--- src/rtl/param_stack.sv ---
// -----------------------------------------------------------------------------
// param_stack
//   Parametrised LIFO stack used as the path/move store beside the maze
//   controller; usable wherever LIFO buffering is needed.
//
// Parameters
//   WIDTH  data word width in bits (>=1)
//   DEPTH  number of entries, power of two, >=2
//   AW     derived pointer index width, $clog2(DEPTH)
//
// Ports
//   clk        system clock, rising edge
//   rst        asynchronous active-high reset
//   init       synchronous clear of pointer, data_out and error flags
//   push       push request
//   pop        pop request (push+pop together = replace top)
//   data_in    word to push
//   data_out   registered word removed by the most recent successful pop
//   top        combinational peek of the top entry, 0 when empty
//   count      occupancy 0..DEPTH
//   full       count == DEPTH
//   empty      count == 0
//   overflow   push rejected because the stack was full
//   underflow  pop rejected because the stack was empty
//
// Build option
//   PARAM_STACK_STICKY_ERR_EN  defined: overflow/underflow are sticky until
//                              rst or init. Undefined: they pulse for one
//                              cycle after the rejecting edge.
// -----------------------------------------------------------------------------
module param_stack #(
  parameter  int WIDTH = 2,
  parameter  int DEPTH = 256,
  localparam int AW    = $clog2(DEPTH)
) (
  input  logic             clk,
  input  logic             rst,
  input  logic             init,
  input  logic             push,
  input  logic             pop,
  input  logic [WIDTH-1:0] data_in,
  output logic [WIDTH-1:0] data_out,
  output logic [WIDTH-1:0] top,
  output logic [AW:0]      count,
  output logic             full,
  output logic             empty,
  output logic             overflow,
  output logic             underflow
);

  localparam logic [AW:0] SP_ONE  = (AW+1)'(1);
  localparam logic [AW:0] SP_FULL = (AW+1)'(DEPTH);

  // Registered state
  logic [AW:0]      sp_q, sp_d;
  logic [WIDTH-1:0] dout_q, dout_d;
  logic             ovf_q, ovf_d;
  logic             unf_q, unf_d;
  logic [WIDTH-1:0] mem_q [DEPTH];

  // Memory write port, decided combinationally
  logic             mem_we;
  logic [AW-1:0]    mem_waddr;
  logic [WIDTH-1:0] mem_wdata;

  // Error events of the current edge
  logic             ovf_evt;
  logic             unf_evt;

  logic             is_empty;
  logic             is_full;
  logic [AW-1:0]    top_idx;

  assign is_empty = (sp_q == '0);
  assign is_full  = (sp_q == SP_FULL);
  // sp-1 truncated to AW bits; when full (sp == DEPTH) this wraps to DEPTH-1,
  // which is exactly the top slot. Not used when empty.
  assign top_idx  = AW'(sp_q - SP_ONE);

  // ---------------------------------------------------------------------------
  // Next-state logic
  // ---------------------------------------------------------------------------
  always_comb begin
    sp_d      = sp_q;
    dout_d    = dout_q;
    mem_we    = 1'b0;
    mem_waddr = top_idx;
    mem_wdata = data_in;
    ovf_evt   = 1'b0;
    unf_evt   = 1'b0;

    if (init) begin
      sp_d   = '0;
      dout_d = '0;
    end else begin
      unique case ({push, pop})
        2'b11: begin
          if (!is_empty) begin
            // Replace: old top goes out, new word takes its slot, depth unchanged.
            dout_d    = mem_q[top_idx];
            mem_we    = 1'b1;
            mem_waddr = top_idx;
          end else begin
            // Pop half is rejected; push half still lands in slot 0.
            unf_evt   = 1'b1;
            mem_we    = 1'b1;
            mem_waddr = '0;
            sp_d      = SP_ONE;
          end
        end
        2'b10: begin
          if (is_full) begin
            ovf_evt = 1'b1;
          end else begin
            mem_we    = 1'b1;
            mem_waddr = sp_q[AW-1:0];
            sp_d      = sp_q + SP_ONE;
          end
        end
        2'b01: begin
          if (is_empty) begin
            unf_evt = 1'b1;
          end else begin
            dout_d = mem_q[top_idx];
            sp_d   = sp_q - SP_ONE;
          end
        end
        default: begin
        end
      endcase
    end
  end

  // Error flag next state
  always_comb begin
    ovf_d = 1'b0;
    unf_d = 1'b0;
    if (!init) begin
`ifdef PARAM_STACK_STICKY_ERR_EN
      ovf_d = ovf_q | ovf_evt;
      unf_d = unf_q | unf_evt;
`else
      ovf_d = ovf_evt;
      unf_d = unf_evt;
`endif
    end
  end

  // ---------------------------------------------------------------------------
  // Control registers (async reset)
  // ---------------------------------------------------------------------------
  always_ff @(posedge clk or posedge rst) begin
    if (rst) begin
      sp_q   <= '0;
      dout_q <= '0;
      ovf_q  <= 1'b0;
      unf_q  <= 1'b0;
    end else begin
      sp_q   <= sp_d;
      dout_q <= dout_d;
      ovf_q  <= ovf_d;
      unf_q  <= unf_d;
    end
  end

  // Storage is never cleared; writes are suppressed while reset is held so
  // a request pending during reset leaves no trace.
  always_ff @(posedge clk) begin
    if (mem_we && !rst) begin
      mem_q[mem_waddr] <= mem_wdata;
    end
  end

  // ---------------------------------------------------------------------------
  // Outputs
  // ---------------------------------------------------------------------------
  assign data_out  = dout_q;
  assign top       = is_empty ? '0 : mem_q[top_idx];
  assign count     = sp_q;
  assign full      = is_full;
  assign empty     = is_empty;
  assign overflow  = ovf_q;
  assign underflow = unf_q;

endmodule

--- config.mk ---
export PLATFORM = sky130hd
export DESIGN_NAME = param_stack
export DESIGN_NICKNAME = d
export VERILOG_FILES = /design/src/rtl/param_stack.sv
export SDC_FILE = /design/constraint.sdc
export NUM_CORES = 1
export LEC_CHECK = 0
export CORE_ASPECT_RATIO = 1.1
export CORE_MARGIN = 2
export CORE_UTILIZATION = 36
export CTS_CLUSTER_SIZE = 30
export DETAILED_ROUTE_END_ITERATION = 12
export PLACE_DENSITY = 0.51
export REMOVE_ABC_BUFFERS = 1
export SLEW_MARGIN = 15
export SYNTH_ARGS = -nofsm -noshare
export SYNTH_HDL_FRONTEND = slang
export SYNTH_SLANG_ARGS = --single-unit
--- constraint.sdc ---
create_clock -name clk -period 8 [get_ports clk]
set_input_delay 0.8 -clock clk [delete_from_list [all_inputs] [get_ports clk]]
set_output_delay 0.8 -clock clk [all_outputs]
set_load 0.02 [all_outputs]
Word level (Yosys, flattened, before mapping)
Memory sizes are Yosys's and may differ from the RTL's.
Index checks and enable logic that the tools add are counted.
Widths: inputs -> output; s select.
Storage, ports and cells
  register bits: 13
  bits in writable memories: 512
  output and inout bits: 17
  input port bits: 7
  logic and storage cells: 47
  memories: 1
Memories
  mem_q: words 256, width 2, rd ports 1, clocked after memory_dff 0, write ports 1, line 59  | logic [WIDTH-1:0] mem_q [DEPTH];
Operators by class
  $add $sub $neg: 2
  eq/ne operators: 8
  multiplexer cells: 24
  reductions and logical operators: 8
Operator list (count)
  $mux 9: 4
  $pmux 9 s3: 1
  $mux 8: 3
  $pmux 8 s2: 1
  $mux 1: 10
  $add 9x1->9 const B: 1
  $eq 9x9->1 const B: 1
  $logic_not 9->1: 1
  $ne 3x3->1 const B: 3
  $sub 9x1->9 const B: 1
  $mux 2: 4
  $eq 2x2->1 const B: 2
  $reduce_and 4->1: 1
  $reduce_bool 4->1: 1
  $eq 2x1->1 const B: 1
  $ne 2x2->1 const B: 1
  $pmux 1 s2: 1
  $reduce_and 2->1: 1
  $reduce_bool 2->1: 1
  $reduce_or 2->1: 1
  $logic_and 1x1->1: 1
  $logic_not 1->1: 1

Logic depth before layout (Yosys ltp)
Gate-level depths: netlist (run 1).
  word-level depth: 7
  depth in mapped cells: 17
  mapped depth without buffers: 9

Worst setup path after synthesis (run 1)
No wires, ideal clock.
  path type: register to output
  start point: register sp_q[0] (netlist: count[0])
  end point: output port top[1]
  cell stages (with the launch flop): 16
  buffers on the path: 7
  data arrival time: 4.120 ns
  data required time: 7.200 ns
  setup slack: 3.080 ns
  cells stage by stage: dfrtp_1 -> buf_4 -> buf_4 -> buf_4 -> clkinv_1 -> clkbuf_1 -> ha_1 -> buf_2 -> buf_1 -> clkbuf_1 -> mux4_2 -> mux2i_1 -> a2111oi_0 -> nand4_1 -> and3_1 -> a21oi_1
Between the ends
  word-level cells in the longest chain between the ends: 3
  elaborated cells between the ends (all ways): 4
  those cells by class: add/sub (1); mux (1); reduce/logical (1); memory (1)
RTL lines
  start: declaration: line 55  | logic [AW:0] sp_q, sp_d;
  start signal: assignment: line 159  | sp_q <= sp_d;
  $sub 9x1->9
  $mem_v2 256x2
  $mux 2 *: line 178  | assign top = is_empty ? '0 : mem_q[top_idx];
  end: declaration: line 43  | output logic [WIDTH-1:0] top,
Every way passes the cells marked *; elsewhere a longest branch is shown, timed or not.

Worst setup path in the final report (run 1)
Same ends and word-level chain as after synthesis.

==> results of run 1 <==
-- final cells by class --
| cell class | instances | area [um^2] |
|---|---|---|
| multi-input combinational | 780 | 6690 |
| inverter | 16 | 60.1 |
| tap | 833 | 1040 |
| clock buffer | 73 | 1440 |
| timing repair buffer | 60 | 536 |
| sequential | 525 | 15700 |
| fill | 5688 | 36800 |
| clock inverter | 27 | 335 |
-- layout by cell type (no fill, tap or decap), drive strengths merged, types with 13 or more instances in the layout --
| master | Yosys | final |
|---|---|---|
| nor2 | 283 | 283 |
| edfxtp | 512 | 512 |
| a21oi | 20 | 20 |
| clkdlybuf4s50 | 0 | 21 |
| nor3 | 15 | 15 |
| buf | 46 | 39 |
| inv | 14 | 17 |
| mux2i | 18 | 18 |
| nand2 | 77 | 77 |
| clkbuf | 56 | 73 |
| or2 | 14 | 14 |
| clkinv | 2 | 18 |
| nand3 | 26 | 26 |
| mux4 | 135 | 135 |
| dfrtp | 13 | 13 |
| o21ai | 23 | 23 |
-- worst reg2reg max path, cell delays in order (launching register included) --
cell	delay, ps
sky130_fd_sc_hd__dfrtp_4	470
sky130_fd_sc_hd__clkinv_1	80
sky130_fd_sc_hd__buf_4	290
sky130_fd_sc_hd__ha_1	810
sky130_fd_sc_hd__nor3b_1	500
sky130_fd_sc_hd__xnor2_2	380
sky130_fd_sc_hd__buf_4	350
sky130_fd_sc_hd__o21ai_0	200
sky130_fd_sc_hd__o21ai_1	520
sky130_fd_sc_hd__nand2_1	690
sky130_fd_sc_hd__nor2_1	450
-- power by group --
group / leakage, nW / internal, mW / switching (mW)
Sequential: 4.78 / 3.03 / 0.0106
Clock: 0.865 / 1.47 / 1.09
Combinational: 2.16 / 0.567 / 0.976
-- logic make-up (layout without fill, tap and decap cells) --
family / count (synthesis) / count (layout)
xor+xnor: 9 / 9
mux: 160 / 160
buf+inv: 118 / 176
compound gates: 137 / 137
fa+ha+maj: 6 / 6
flops: 525 / 525
simple gates: 468 / 468
-- routing by layer --
metal,global-route usage [%],vias up
met3,2.70,117
li1,-,5609
met2,31.1,421
met1,25.9,6819
met4,7.10,0
met5,0,-
-- how the worst max path moves through the flow --
stage,cells after the start,to
after CTS,9,top[1]
after detailed placement,9,top[1]
final,12,top[1]
after global placement,9,top[1]
after floorplan,9,top[0]
after global routing,10,top[1]
-- flip-flops by register name (all words and copies together), names as in the netlist --
register   flops
overflow       1
data_out       2
count          9
underflow      1
mem_q        512
-- metrics by stage --
step | TNS [ps] | util [%] | hold WS (ps) | instance area, um^2 | power [mW]
floorplan | -1563750 | - | 641 | 22400 | 4.12
CTS | 0 | 41.2 | 623 | 25800 | 7.20
global placement | 0 | 38.4 | 610 | 24000 | 4.64
global route | 0 | 41.2 | 647 | 25800 | 7.39
finish | 0 | 41.2 | 622 | 25800 | 7.15
detailed placement | 0 | 38.4 | 627 | 24000 | 4.64
==> flow_summary.html, run 1 <==
<table>
<tr><th>Metric</th><th>Value</th></tr>
<tr><th colspan="2">Die</th></tr>
<tr><td>Number of standard-cell rows in the floorplan</td><td>96</td></tr>
<tr><td>Initial cell density of the core</td><td>36.5%</td></tr>
<tr><td>Total I/O pin count</td><td>24</td></tr>
<tr><td>DIE AREA</td><td>65600 um^2</td></tr>
<tr><td>Die H</td><td>268 um</td></tr>
<tr><td>Core region area</td><td>62600 um^2</td></tr>
<tr><td>Horizontal die dimension</td><td>244 um</td></tr>
<tr><th colspan="2">Worst setup path</th></tr>
<tr><td>Kind of cell with the highest combined delay on the critical path</td><td>buffers and inverters</td></tr>
<tr><td>Launching element of the worst setup path</td><td>count[0]</td></tr>
<tr><td>CP max stage delay</td><td>800 ps</td></tr>
<tr><td>Depth of the worst register-to-register path</td><td>10</td></tr>
<tr><td>Endpoint arrival time on the critical path</td><td>5410 ps</td></tr>
<tr><td>CP Cell Sequence</td><td>clkinv_1 &gt; buf_4 &gt; ha_1 &gt; xor2_4 &gt; buf_12 &gt; nand4_1 &gt; o2111ai_1 &gt; a211oi_1 &gt; a311oi_1 &gt; a41oi_1 &gt; a21oi_1 &gt; clkdlybuf4s50_1</td></tr>
<tr><td>Crit path buffers/inverters</td><td>4</td></tr>
<tr><td>Worst reg2reg endpoint</td><td>mem_q[123][0]</td></tr>
<tr><td>Required time at the worst-slack endpoint</td><td>7200 ps</td></tr>
<tr><td>Crit end category</td><td>output port</td></tr>
<tr><td>Source of the worst register-to-register timing path</td><td>count[0]</td></tr>
<tr><td>Type of the worst setup path</td><td>flip-flop to output port</td></tr>
<tr><td>Crit start category</td><td>flip-flop</td></tr>
<tr><td>Critical path fanouts, max</td><td>46</td></tr>
<tr><td>Worst-case register-to-register setup slack</td><td>2930 ps</td></tr>
<tr><td>Master of the slowest instance on the critical path</td><td>sky130_fd_sc_hd__ha_1</td></tr>
<tr><th colspan="2">Power</th></tr>
<tr><td>Power Dens Cells</td><td>277 nW/um^2</td></tr>
<tr><td>Worst-case vdd ir drop</td><td>0.000182 V</td></tr>
<tr><td>Static leakage</td><td>7.80 nW</td></tr>
<tr><th colspan="2">Cells and area</th></tr>
<tr><td>Net count of the finished layout</td><td>1450</td></tr>
<tr><td>Non-filler instance count after layout</td><td>2314</td></tr>
<tr><td>Antenna diodes</td><td>0</td></tr>
<tr><td>Share of cells above drive strength 1</td><td>20.1%</td></tr>
<tr><td>Area overhead of the layout relative to synthesis</td><td>12.9%</td></tr>
<tr><th colspan="2">STA</th></tr>
<tr><td>Worst slew margin relative to its limit</td><td>23.7%</td></tr>
<tr><td>Post-layout minimum cycle time</td><td>6210 ps</td></tr>
<tr><td>Final hold violation count</td><td>0</td></tr>
<tr><td>Count of final setup violators</td><td>0</td></tr>
<tr><td>Share of the cycle needed by the critical path after routing</td><td>77.7%</td></tr>
<tr><td>Number of pins with negative max-slew slack in the final report</td><td>0</td></tr>
<tr><td>PnR worst setup slack</td><td>1790 ps</td></tr>
<tr><td>Maximum operating frequency</td><td>0.161 GHz</td></tr>
<tr><td>Unrepaired setup endpoints after global routing</td><td>no</td></tr>
<tr><td>Setup clock skew after layout</td><td>26.4 ps</td></tr>
<tr><td>Actual transition at the worst max-transition pin</td><td>1150 ps</td></tr>
<tr><th colspan="2">Clocking</th></tr>
<tr><td>Number of buffers inserted by post-CTS setup repair</td><td>0</td></tr>
<tr><td>Worst-path clk slew</td><td>80 ps</td></tr>
<tr><td>Number of H-tree levels</td><td>2</td></tr>
<tr><td>Number of buffers inserted during clock tree synthesis</td><td>54</td></tr>
<tr><td>Clock Path Buffers</td><td>3</td></tr>
<tr><td>Clock sink count</td><td>525</td></tr>
<tr><td>Clock latency of the later-clocked register in the worst-skew pair</td><td>650 ps</td></tr>
<tr><td>TritonCTS clock tree</td><td>yes</td></tr>
<tr><td>Clock Root Buffer</td><td>sky130_fd_sc_hd__clkbuf_16</td></tr>
<tr><td>CTS-repair resized insts</td><td>0</td></tr>
<tr><td>Hold-fix buffers, CTS</td><td>0</td></tr>
<tr><th colspan="2">Synthesis</th></tr>
<tr><td>Yosys warning count</td><td>0</td></tr>
<tr><td>Main area contributors after synthesis</td><td>sky130_fd_sc_hd__edfxtp_1 (67%), sky130_fd_sc_hd__mux4_2 (13%), sky130_fd_sc_hd__nor2_1 (4.6%)</td></tr>
<tr><td>Adder-cell area share of the yosys netlist</td><td>0.328%</td></tr>
<tr><td>Fraction of synthesized cell area taken by the top area cell type</td><td>67.2%</td></tr>
<tr><td>Syn Inst Count</td><td>1423</td></tr>
<tr><td>Number of enable-type register cells in the synthesized netlist</td><td>512</td></tr>
<tr><td>Post-synthesis cell area</td><td>22900 um^2</td></tr>
<tr><td>Most used DFF post-synth</td><td>sky130_fd_sc_hd__edfxtp_1</td></tr>
<tr><td>Simple-gate area share of the yosys netlist</td><td>9.02%</td></tr>
<tr><td>Multiplexer share of the synthesized area</td><td>14.4%</td></tr>
<tr><td>Proportion of synthesized chip area in sequential cells</td><td>68.7%</td></tr>
<tr><td>Synthesized-area fraction occupied by ao, oa, aoi and oai cells</td><td>4.87%</td></tr>
<tr><td>Most common library cells after synthesis</td><td>sky130_fd_sc_hd__edfxtp_1 (512), sky130_fd_sc_hd__nor2_1 (283), sky130_fd_sc_hd__mux4_2 (135)</td></tr>
<tr><td>XOR/XNOR Fraction of Synth Area</td><td>0.378%</td></tr>
<tr><td>Synth Area per Inst</td><td>16.1 um^2</td></tr>
<tr><td>Total of flip-flops plus latches after synthesis</td><td>525</td></tr>
<tr><td>Count of different cell masters after synthesis</td><td>84</td></tr>
<tr><td>Leading cell type by number of instances after synthesis</td><td>sky130_fd_sc_hd__edfxtp_1</td></tr>
<tr><td>Post-synth top area cell</td><td>sky130_fd_sc_hd__edfxtp_1</td></tr>
<tr><td>Fraction of registers with async set or reset after synthesis</td><td>2.48%</td></tr>
<tr><td>Main combinational cell family by area after synthesis</td><td>multiplexers</td></tr>
<tr><th colspan="2">GRT</th></tr>
<tr><td>Maximum number of pins on one net before global-route repair</td><td>109</td></tr>
<tr><td>Final global-route overflow total</td><td>0</td></tr>
<tr><td>Vias in the first global route</td><td>13370</td></tr>
<tr><td>Overall track demand over capacity in global routing</td><td>19.0%</td></tr>
<tr><td>Wire length of the first global-routing pass</td><td>91.0 mm</td></tr>
<tr><td>Number of antenna violations at the first check in global routing</td><td>0</td></tr>
<tr><th colspan="2">Place</th></tr>
<tr><td>I/O Buffers</td><td>23</td></tr>
<tr><td>Post-place setup slack</td><td>2490 ps</td></tr>
<tr><td>Final GP Congestion</td><td>0.847</td></tr>
<tr><td>Half-perimeter wire length of the detailed placement result</td><td>37.9 mm</td></tr>
<tr><td>Instance count after placement with tap cells included</td><td>2214</td></tr>
<tr><th colspan="2">Route</th></tr>
<tr><td>DRT iter0 DRCs</td><td>1311</td></tr>
<tr><td>Amount of wire on met3 after detailed routing</td><td>3.44 mm</td></tr>
<tr><td>Drt pass-1 iters</td><td>5</td></tr>
<tr><td>Met2 wire len</td><td>29.8 mm</td></tr>
<tr><td>Remaining antenna violation count</td><td>0</td></tr>
<tr><td>Detailed-route wire length on metal 1</td><td>26.0 mm</td></tr>
<tr><td>Top routing layer used</td><td>met4</td></tr>
<tr><td>Average wire per cell in the routed design</td><td>26.5 um</td></tr>
<tr><td>Vias per std cell</td><td>5.60</td></tr>
<tr><td>Number of vias in the routed layout</td><td>12966</td></tr>
<tr><td>Final Routed Wirelength</td><td>61.4 mm</td></tr>
<tr><td>Post-route DRC violation count</td><td>0</td></tr>
<tr><th colspan="2">Hold path</th></tr>
<tr><td>Class of the worst hold path</td><td>input pin to async pin</td></tr>
<tr><th colspan="2">Run</th></tr>
<tr><td>Maxcap violations</td><td>0</td></tr>
<tr><th colspan="2">Run status</th></tr>
<tr><td>Run status</td><td>complete, no violations</td></tr>
</table>
(Power assumes the default switching activity.)
==> inputs of run 2 (changes only) <==
PLACE_DENSITY = 0.52   (was 0.51)
clock period = 5.5 ns   (was 8 ns; I/O delays follow)
==> flow_summary.html, run 2 (synthesis results as in run 1) <==
<table>
<tr><th>Metric</th><th>Value</th></tr>
<tr><th colspan="2">Run status</th></tr>
<tr><td>Run status</td><td>complete, no violations (unchanged)</td></tr>
<tr><th colspan="2">GRT</th></tr>
<tr><td>Number of antenna violations at the first check in global routing</td><td>0 (unchanged)</td></tr>
<tr><td>Vias in the first global route</td><td>13245 (was 13370)</td></tr>
<tr><td>Final global-route overflow total</td><td>0 (unchanged)</td></tr>
<tr><td>Wire length of the first global-routing pass</td><td>88.6 mm (was 91.0 mm)</td></tr>
<tr><td>Overall track demand over capacity in global routing</td><td>18.5% (was 19.0%)</td></tr>
<tr><td>Maximum number of pins on one net before global-route repair</td><td>172 (was 109)</td></tr>
<tr><th colspan="2">STA</th></tr>
<tr><td>Worst slew margin relative to its limit</td><td>20.2% (was 23.7%)</td></tr>
<tr><td>Unrepaired setup endpoints after global routing</td><td>no (unchanged)</td></tr>
<tr><td>Share of the cycle needed by the critical path after routing</td><td>97.1%</td></tr>
<tr><td>Number of pins with negative max-slew slack in the final report</td><td>0 (unchanged)</td></tr>
<tr><td>Post-layout minimum cycle time</td><td>5340 ps</td></tr>
<tr><td>Maximum operating frequency</td><td>0.187 GHz</td></tr>
<tr><td>Sum Neg Setup Slack</td><td>0 ps (unchanged)</td></tr>
<tr><td>Count of final setup violators</td><td>0 (unchanged)</td></tr>
<tr><td>Actual transition at the worst max-transition pin</td><td>1200 ps (was 1150 ps)</td></tr>
<tr><td>Setup clock skew after layout</td><td>23.8 ps (was 26.4 ps)</td></tr>
<tr><td>Final hold violation count</td><td>0 (unchanged)</td></tr>
<tr><th colspan="2">Worst setup path</th></tr>
<tr><td>Master of the slowest instance on the critical path</td><td>sky130_fd_sc_hd__or4_4 (was sky130_fd_sc_hd__ha_1)</td></tr>
<tr><td>CP Cell Sequence</td><td>or4_4 &gt; or4_4 &gt; nand2_1 &gt; o2111ai_1 &gt; a311oi_1 &gt; a41oi_1 &gt; a21oi_1 &gt; clkdlybuf4s50_1 (was clkinv_1 &gt; buf_4 &gt; ha_1 &gt; xor2_4 &gt; buf_12 &gt; nand4_1 &gt; o2111ai_1 &gt; a211oi_1 &gt; a311oi_1 &gt; a41oi_1 &gt; a21oi_1 &gt; clkdlybuf4s50_1)</td></tr>
<tr><td>Crit end category</td><td>output port (unchanged)</td></tr>
<tr><td>Crit start category</td><td>flip-flop (unchanged)</td></tr>
<tr><td>Most numerous cell on the critical path</td><td>sky130_fd_sc_hd__or4_4</td></tr>
<tr><td>Critical path fanouts, max</td><td>22 (was 46)</td></tr>
<tr><td>Endpoint arrival time on the critical path</td><td>4790 ps (was 5410 ps)</td></tr>
<tr><td>Type of the worst setup path</td><td>flip-flop to output port (unchanged)</td></tr>
<tr><td>Crit path buffers/inverters</td><td>1 (was 4)</td></tr>
<tr><td>Launching element of the worst setup path</td><td>count[2] (was count[0])</td></tr>
<tr><td>Source of the worst register-to-register timing path</td><td>count[2] (was count[0])</td></tr>
<tr><td>CP max stage delay</td><td>730 ps (was 800 ps)</td></tr>
<tr><td>Kind of cell with the highest combined delay on the critical path</td><td>simple AND/OR/NAND/NOR gates (was buffers and inverters)</td></tr>
<tr><td>Required time at the worst-slack endpoint</td><td>4950 ps (was 7200 ps)</td></tr>
<tr><th colspan="2">Clocking</th></tr>
<tr><td>Number of buffers inserted during clock tree synthesis</td><td>52 (was 54)</td></tr>
<tr><td>Clock Root Buffer</td><td>sky130_fd_sc_hd__clkbuf_16 (unchanged)</td></tr>
<tr><td>Worst-path clk slew</td><td>60 ps (was 80 ps)</td></tr>
<tr><td>TritonCTS clock tree</td><td>yes (unchanged)</td></tr>
<tr><td>Clock sink count</td><td>525 (unchanged)</td></tr>
<tr><td>Clock Path Buffers</td><td>3 (unchanged)</td></tr>
<tr><td>Clock latency of the later-clocked register in the worst-skew pair</td><td>600 ps (was 650 ps)</td></tr>
<tr><td>Number of H-tree levels</td><td>2 (unchanged)</td></tr>
<tr><td>Hold-fix buffers, CTS</td><td>0 (unchanged)</td></tr>
<tr><th colspan="2">Route</th></tr>
<tr><td>Number of vias in the routed layout</td><td>12964 (was 12966)</td></tr>
<tr><td>Vias per std cell</td><td>5.59 (was 5.60)</td></tr>
<tr><td>Post-route DRC violation count</td><td>0 (unchanged)</td></tr>
<tr><td>Final Routed Wirelength</td><td>60.3 mm (was 61.4 mm)</td></tr>
<tr><td>Remaining antenna violation count</td><td>0 (unchanged)</td></tr>
<tr><td>Average wire per cell in the routed design</td><td>26.0 um (was 26.5 um)</td></tr>
<tr><td>Drt pass-1 iters</td><td>5 (unchanged)</td></tr>
<tr><td>DRT iter0 DRCs</td><td>1235 (was 1311)</td></tr>
<tr><th colspan="2">Die</th></tr>
<tr><td>Core region area</td><td>62600 um^2 (unchanged)</td></tr>
<tr><td>Total I/O pin count</td><td>24 (unchanged)</td></tr>
<tr><td>Horizontal die dimension</td><td>244 um (unchanged)</td></tr>
<tr><td>Number of standard-cell rows in the floorplan</td><td>96 (unchanged)</td></tr>
<tr><td>DIE AREA</td><td>65600 um^2 (unchanged)</td></tr>
<tr><td>Die H</td><td>268 um (unchanged)</td></tr>
<tr><td>Initial cell density of the core</td><td>36.5% (unchanged)</td></tr>
<tr><th colspan="2">Power</th></tr>
<tr><td>Power Dens Cells</td><td>394 nW/um^2 (was 277 nW/um^2)</td></tr>
<tr><td>Power Total</td><td>10.2 mW (was 7.15 mW)</td></tr>
<tr><td>Static leakage</td><td>7.84 nW (was 7.80 nW)</td></tr>
<tr><td>Worst-case vdd ir drop</td><td>0.000235 V (was 0.000182 V)</td></tr>
<tr><th colspan="2">Hold path</th></tr>
<tr><td>Class of the worst hold path</td><td>input pin to async pin (unchanged)</td></tr>
<tr><th colspan="2">Cells and area</th></tr>
<tr><td>Register bank with the most flops</td><td>mem_q (unchanged)</td></tr>
<tr><td>Leading cell type in the layout, fill and taps excluded</td><td>sky130_fd_sc_hd__edfxtp_1 (unchanged)</td></tr>
<tr><td>Leading cell types in the layout, fill and taps excluded</td><td>sky130_fd_sc_hd__edfxtp_1 (512), sky130_fd_sc_hd__nor2_1 (283), sky130_fd_sc_hd__mux4_2 (135), sky130_fd_sc_hd__nand2_1 (74), sky130_fd_sc_hd__clkbuf_16 (53) (was sky130_fd_sc_hd__edfxtp_1 (512), sky130_fd_sc_hd__nor2_1 (283), sky130_fd_sc_hd__mux4_2 (135), sky130_fd_sc_hd__nand2_1 (75), sky130_fd_sc_hd__clkbuf_16 (54))</td></tr>
<tr><td>Post-route cell area</td><td>25800 um^2 (about the same)</td></tr>
<tr><td>Filler Cells Inserted</td><td>5628 (was 5688)</td></tr>
<tr><td>Share of cells above drive strength 1</td><td>20.7% (was 20.1%)</td></tr>
<tr><td>Number of flip-flops under the largest register name</td><td>512 (unchanged)</td></tr>
<tr><td>Area occupied by multi-input gates</td><td>6710 um^2 (was 6690 um^2)</td></tr>
<tr><td>Antenna diodes</td><td>0 (unchanged)</td></tr>
<tr><td>Area overhead of the layout relative to synthesis</td><td>13.1% (was 12.9%)</td></tr>
<tr><td>FF+latch area</td><td>15700 um^2 (unchanged)</td></tr>
<tr><td>Net count of the finished layout</td><td>1460 (was 1450)</td></tr>
<tr><th colspan="2">Place</th></tr>
<tr><td>Half-perimeter wire length of the detailed placement result</td><td>37.7 mm (was 37.9 mm)</td></tr>
<tr><td>I/O Buffers</td><td>23 (unchanged)</td></tr>
<tr><td>Cell area reported after detailed placement</td><td>24100 um^2 (was 24000 um^2)</td></tr>
<tr><td>Final GP Congestion</td><td>0.849 (was 0.847)</td></tr>
<tr><th colspan="2">Run</th></tr>
<tr><td>Maxcap violations</td><td>0 (unchanged)</td></tr>
</table>
## run 2: cell types whose count changed in the layout (fill, tap and decap cells not counted), sizes merged
cell      before  now
clkinv        18   25
inv           17   16
clkinvlp       2    1
clkbuf        73   65
bufinv         6    4
buf           39   51
## run 2: path summary, 6_finish.rpt
kind,end,slack (ps),depth (start not counted)
setup / recovery,top[1],160,8
hold / removal,overflow,400,2
setup reg to reg,mem_q[40][0],660,9
hold reg to reg,data_out[0],650,2
max in group asynchronous,count[0],4650,2
min in group clk,mem_q[47][0],430,1
## run 2: stage by stage
stage                     setup slack [ps]  hold slack [ps]  std cells  utilization (%)
after floorplan                      -6630              427       1321                -
after global placement                 698              640       2225             38.6
after detailed placement               660              643       2225             38.6
after CTS                             64.0              373       2320             41.2
after global routing                  15.0              453       2321             41.3
final                                  161              395       2321             41.3
## run 2: cell type report
class                           instances  share of cell area (%)
Inverter                               16                   0.237
Multi-Input combinational cell        780                    25.9
Clock buffer                           65                    5.42
Sequential cell                       525                    60.8
Tap cell                              833                    4.03
Clock inverter                         30                   0.968
Timing Repair Buffer                   72                    2.64
## run 2: metal layers
metal / wire (um) / up-vias / GRT usage [%] / part of all wire (%)
li1: - / 5635 / - / -
met1: 25500 / 6815 / 24.7 / 42
met2: 30200 / 414 / 31.7 / 50
met3: 3050 / 100 / 2.40 / 5.1
met4: 1620 / 0 / 5.32 / 2.7
met5: 0 / - / 0 / 0
## run 2: worst reg2reg max path, cell delays in order (launching register included)
cell and delay [ps]:
sky130_fd_sc_hd__dfrtp_1 950, sky130_fd_sc_hd__buf_4 350, sky130_fd_sc_hd__nor4_4 100, sky130_fd_sc_hd__a41oi_1 530, sky130_fd_sc_hd__nand2_1 460, sky130_fd_sc_hd__o22ai_1 580, sky130_fd_sc_hd__o21ai_1 430, sky130_fd_sc_hd__or2_1 600
sky130_fd_sc_hd__buf_4 330, sky130_fd_sc_hd__nor2_1 210
## run 2: repair_timing
item / in CTS / in global routing
endpoints found under the setup margin: 1 / 2
gates resized for setup: 1 / 6
buffers inserted: 0 / 1
## run 2: report_power, final
group	total, mW	internal (mW)	switching (mW)
registers	4.43	4.41	0.0219
clock network	3.46	1.99	1.48
logic	2.29	0.865	1.42
==> inputs of run 3 (changes only) <==
MAX_ROUTING_LAYER = met4   (was unset)
==> flow_summary.html, run 3 (synthesis results as in run 1) <==
<table>
<tr><th>Metric</th><th>Value</th></tr>
<tr><th colspan="2">Run status</th></tr>
<tr><td>Run status</td><td>complete, no violations (unchanged)</td></tr>
<tr><th colspan="2">GRT</th></tr>
<tr><td>Met3 track demand over resource</td><td>3.19% (was 2.40%)</td></tr>
<tr><td>GRT met1 Usage</td><td>24.9% (was 24.7%)</td></tr>
<tr><td>Met2 track demand over resource</td><td>32.0% (was 31.7%)</td></tr>
<tr><td>Overall track demand over capacity in global routing</td><td>19.7% (was 18.5%)</td></tr>
<tr><td>Maximum number of pins on one net before global-route repair</td><td>167 (was 172)</td></tr>
<tr><td>Final global-route overflow total</td><td>0 (unchanged)</td></tr>
<tr><td>Grt peak-use layer</td><td>met2 (unchanged)</td></tr>
<tr><td>Wire length of the first global-routing pass</td><td>91.3 mm (was 88.6 mm)</td></tr>
<tr><td>Number of antenna violations at the first check in global routing</td><td>1 (was 0)</td></tr>
<tr><td>Vias in the first global route</td><td>13332 (was 13245)</td></tr>
<tr><th colspan="2">Cells and area</th></tr>
<tr><td>FF+latch area</td><td>15700 um^2 (unchanged)</td></tr>
<tr><td>Number of flip-flops under the largest register name</td><td>512 (unchanged)</td></tr>
<tr><td>Share of cells above drive strength 1</td><td>21.1% (was 20.7%)</td></tr>
<tr><td>Filler Cells Inserted</td><td>5650 (was 5628)</td></tr>
<tr><td>Leading cell types in the layout, fill and taps excluded</td><td>sky130_fd_sc_hd__edfxtp_1 (512), sky130_fd_sc_hd__nor2_1 (283), sky130_fd_sc_hd__mux4_2 (135), sky130_fd_sc_hd__nand2_1 (75), sky130_fd_sc_hd__clkbuf_16 (52) (was sky130_fd_sc_hd__edfxtp_1 (512), sky130_fd_sc_hd__nor2_1 (283), sky130_fd_sc_hd__mux4_2 (135), sky130_fd_sc_hd__nand2_1 (74), sky130_fd_sc_hd__clkbuf_16 (53))</td></tr>
<tr><td>Leading cell type in the layout, fill and taps excluded</td><td>sky130_fd_sc_hd__edfxtp_1 (unchanged)</td></tr>
<tr><td>Area overhead of the layout relative to synthesis</td><td>13.5% (was 13.1%)</td></tr>
<tr><td>Net count of the finished layout</td><td>1463 (was 1460)</td></tr>
<tr><td>Register bank with the most flops</td><td>mem_q (unchanged)</td></tr>
<tr><td>Area occupied by multi-input gates</td><td>6690 um^2 (was 6710 um^2)</td></tr>
<tr><th colspan="2">Route</th></tr>
<tr><td>Vias per std cell</td><td>5.59 (about the same)</td></tr>
<tr><td>Remaining antenna violation count</td><td>0 (unchanged)</td></tr>
<tr><td>Post-route DRC violation count</td><td>0 (unchanged)</td></tr>
<tr><td>Drt pass-1 iters</td><td>5 (unchanged)</td></tr>
<tr><td>Number of vias in the routed layout</td><td>12997 (was 12964)</td></tr>
<tr><td>DRT iter0 DRCs</td><td>1246 (was 1235)</td></tr>
<tr><td>Final Routed Wirelength</td><td>61.7 mm (was 60.3 mm)</td></tr>
<tr><td>Average wire per cell in the routed design</td><td>26.6 um (was 26.0 um)</td></tr>
<tr><th colspan="2">Power</th></tr>
<tr><td>Int Pwr</td><td>7.44 mW (was 7.26 mW)</td></tr>
<tr><td>Proportion of total power due to net switching</td><td>28.8% (was 28.7%)</td></tr>
<tr><td>Power Total</td><td>10.4 mW (was 10.2 mW)</td></tr>
<tr><td>Relative contribution of the clock network to total power</td><td>35.6% (was 34.0%)</td></tr>
<tr><td>Net Switching</td><td>3.01 mW (was 2.92 mW)</td></tr>
<tr><td>Power Dens Cells</td><td>402 nW/um^2 (was 394 nW/um^2)</td></tr>
<tr><td>Static leakage</td><td>7.88 nW (was 7.84 nW)</td></tr>
<tr><td>Sequential Power Share</td><td>42.5% (was 43.5%)</td></tr>
<tr><td>Worst-case vdd ir drop</td><td>0.000239 V (was 0.000235 V)</td></tr>
<tr><td>Combinational power share</td><td>22.0% (was 22.5%)</td></tr>
<tr><th colspan="2">Place</th></tr>
<tr><td>I/O Buffers</td><td>23 (unchanged)</td></tr>
<tr><td>Half-perimeter wire length of the detailed placement result</td><td>39.0 mm (was 37.7 mm)</td></tr>
<tr><td>Final GP Congestion</td><td>0.923 (was 0.849)</td></tr>
<tr><th colspan="2">Clocking</th></tr>
<tr><td>Clock latency of the later-clocked register in the worst-skew pair</td><td>620 ps (was 600 ps)</td></tr>
<tr><td>Number of buffers inserted during clock tree synthesis</td><td>52 (unchanged)</td></tr>
<tr><td>Clock sink count</td><td>525 (unchanged)</td></tr>
<tr><td>TritonCTS clock tree</td><td>yes (unchanged)</td></tr>
<tr><td>Clock Root Buffer</td><td>sky130_fd_sc_hd__clkbuf_16 (unchanged)</td></tr>
<tr><td>Worst-path clk slew</td><td>70 ps (was 60 ps)</td></tr>
<tr><td>Clock Path Buffers</td><td>3 (unchanged)</td></tr>
<tr><td>Number of H-tree levels</td><td>2 (unchanged)</td></tr>
<tr><th colspan="2">Worst setup path</th></tr>
<tr><td>Crit start category</td><td>flip-flop (unchanged)</td></tr>
<tr><td>Endpoint arrival time on the critical path</td><td>4830 ps (was 4790 ps)</td></tr>
<tr><td>Depth of the worst register-to-register path</td><td>9 (unchanged)</td></tr>
<tr><td>Critical path fanouts, max</td><td>15 (was 22)</td></tr>
<tr><td>Required time at the worst-slack endpoint</td><td>4950 ps (about the same)</td></tr>
<tr><td>Crit end category</td><td>output port (unchanged)</td></tr>
<tr><td>Type of the worst setup path</td><td>flip-flop to output port (unchanged)</td></tr>
<tr><th colspan="2">STA</th></tr>
<tr><td>Maximum operating frequency</td><td>0.186 GHz (was 0.187 GHz)</td></tr>
<tr><td>Final hold violation count</td><td>0 (unchanged)</td></tr>
<tr><td>Number of pins with negative max-slew slack in the final report</td><td>0 (unchanged)</td></tr>
<tr><td>Worst slew margin relative to its limit</td><td>29.1% (was 20.2%)</td></tr>
<tr><td>Setup clock skew after layout</td><td>21.4 ps (was 23.8 ps)</td></tr>
<tr><td>Share of the cycle needed by the critical path after routing</td><td>97.8% (was 97.1%)</td></tr>
<tr><td>Unrepaired setup endpoints after global routing</td><td>no (unchanged)</td></tr>
<tr><td>Count of final setup violators</td><td>0 (unchanged)</td></tr>
<tr><td>Final-layout worst hold slack</td><td>432 ps (was 395 ps)</td></tr>
<tr><td>Actual transition at the worst max-transition pin</td><td>1060 ps (was 1200 ps)</td></tr>
<tr><td>Post-layout minimum cycle time</td><td>5380 ps (was 5340 ps)</td></tr>
<tr><th colspan="2">Hold path</th></tr>
<tr><td>Class of the worst hold path</td><td>input pin to async pin (unchanged)</td></tr>
<tr><th colspan="2">Die</th></tr>
<tr><td>Horizontal die dimension</td><td>244 um (unchanged)</td></tr>
<tr><td>DIE AREA</td><td>65600 um^2 (unchanged)</td></tr>
<tr><td>Core region area</td><td>62600 um^2 (unchanged)</td></tr>
<tr><td>Die H</td><td>268 um (unchanged)</td></tr>
<tr><td>Total I/O pin count</td><td>24 (unchanged)</td></tr>
<tr><td>Number of standard-cell rows in the floorplan</td><td>96 (unchanged)</td></tr>
<tr><td>Initial cell density of the core</td><td>36.5% (unchanged)</td></tr>
<tr><th colspan="2">Run</th></tr>
<tr><td>Maxcap violations</td><td>0 (unchanged)</td></tr>
</table>
run 3: final timing paths:
check,slack [ps],from,to
setup / recovery,120,count[0],top[1]
hold / removal,430,rst,data_out[0]
setup reg to reg,750,count[2],mem_q[40][0]
hold reg to reg,630,data_out[0],data_out[0]
max in group asynchronous,4550,rst,count[0]
min in group clk,440,data_in[1],mem_q[43][1]
run 3: worst max-delay path, stage by stage (launching register included):
cell	delay, ps
sky130_fd_sc_hd__dfrtp_4	580
sky130_fd_sc_hd__clkinv_1	240
sky130_fd_sc_hd__ha_1	450
sky130_fd_sc_hd__nor3b_2	280
sky130_fd_sc_hd__xnor2_2	700
sky130_fd_sc_hd__a2111oi_0	200
sky130_fd_sc_hd__a311o_1	370
sky130_fd_sc_hd__o22a_1	230
sky130_fd_sc_hd__and3_1	170
sky130_fd_sc_hd__a21oi_1	300
sky130_fd_sc_hd__clkdlybuf4s50_1	680
run 3: power groups by stage:
stage	clock, mW	sequential, mW	combinational, mW
2_1_floorplan	0	4.59	1.41
3_3_place_gp	0	4.52	2.29
6_report	3.72	4.44	2.29
5_1_grt	3.92	4.44	2.43
3_5_place_dp	0	4.52	2.28
4_1_cts	3.78	4.44	2.31
run 3: repair_timing:
item | 4_1_cts | 5_1_grt
setup endpoints to repair | 1 | 1
resized for setup | 0 | 2
hold buffers | 0 | 0
endpoints found under the hold margin | 0 | 0
pin swaps | 1 | 1
cloned | 0 | 0
setup buffers | 2 | 0
run 3: per-stage QoR:
stage	TNS, ps	std cells	area, um^2	setup WS (ps)	util, %
3_3_place_gp	0	2227	24100	638	38.6
3_5_place_dp	0	2227	24100	604	38.6
4_1_cts	0	2324	25900	79.9	41.5
5_1_grt	0	2325	26000	9.17	41.5
6_report	0	2325	26000	119	41.5
2_1_floorplan	-2883090	1321	22400	-6630	-
run 3: area by class of cell:
type	count	area share, %
Tap cell	833	4.02
Sequential cell	525	60.5
Multi-Input combinational cell	780	25.8
Inverter	16	0.231
Clock inverter	36	1.71
Clock buffer	59	5.11
Timing Repair Buffer	75	2.64
Antenna cell	1	0.00964
run 3: layer usage:
layer | share of wire, % | up-vias
met1 | 41 | 6797
met3 | 5.8 | 101
met2 | 50 | 458
li1 | - | 5641
met5 | 0 | -
met4 | 3.4 | 0
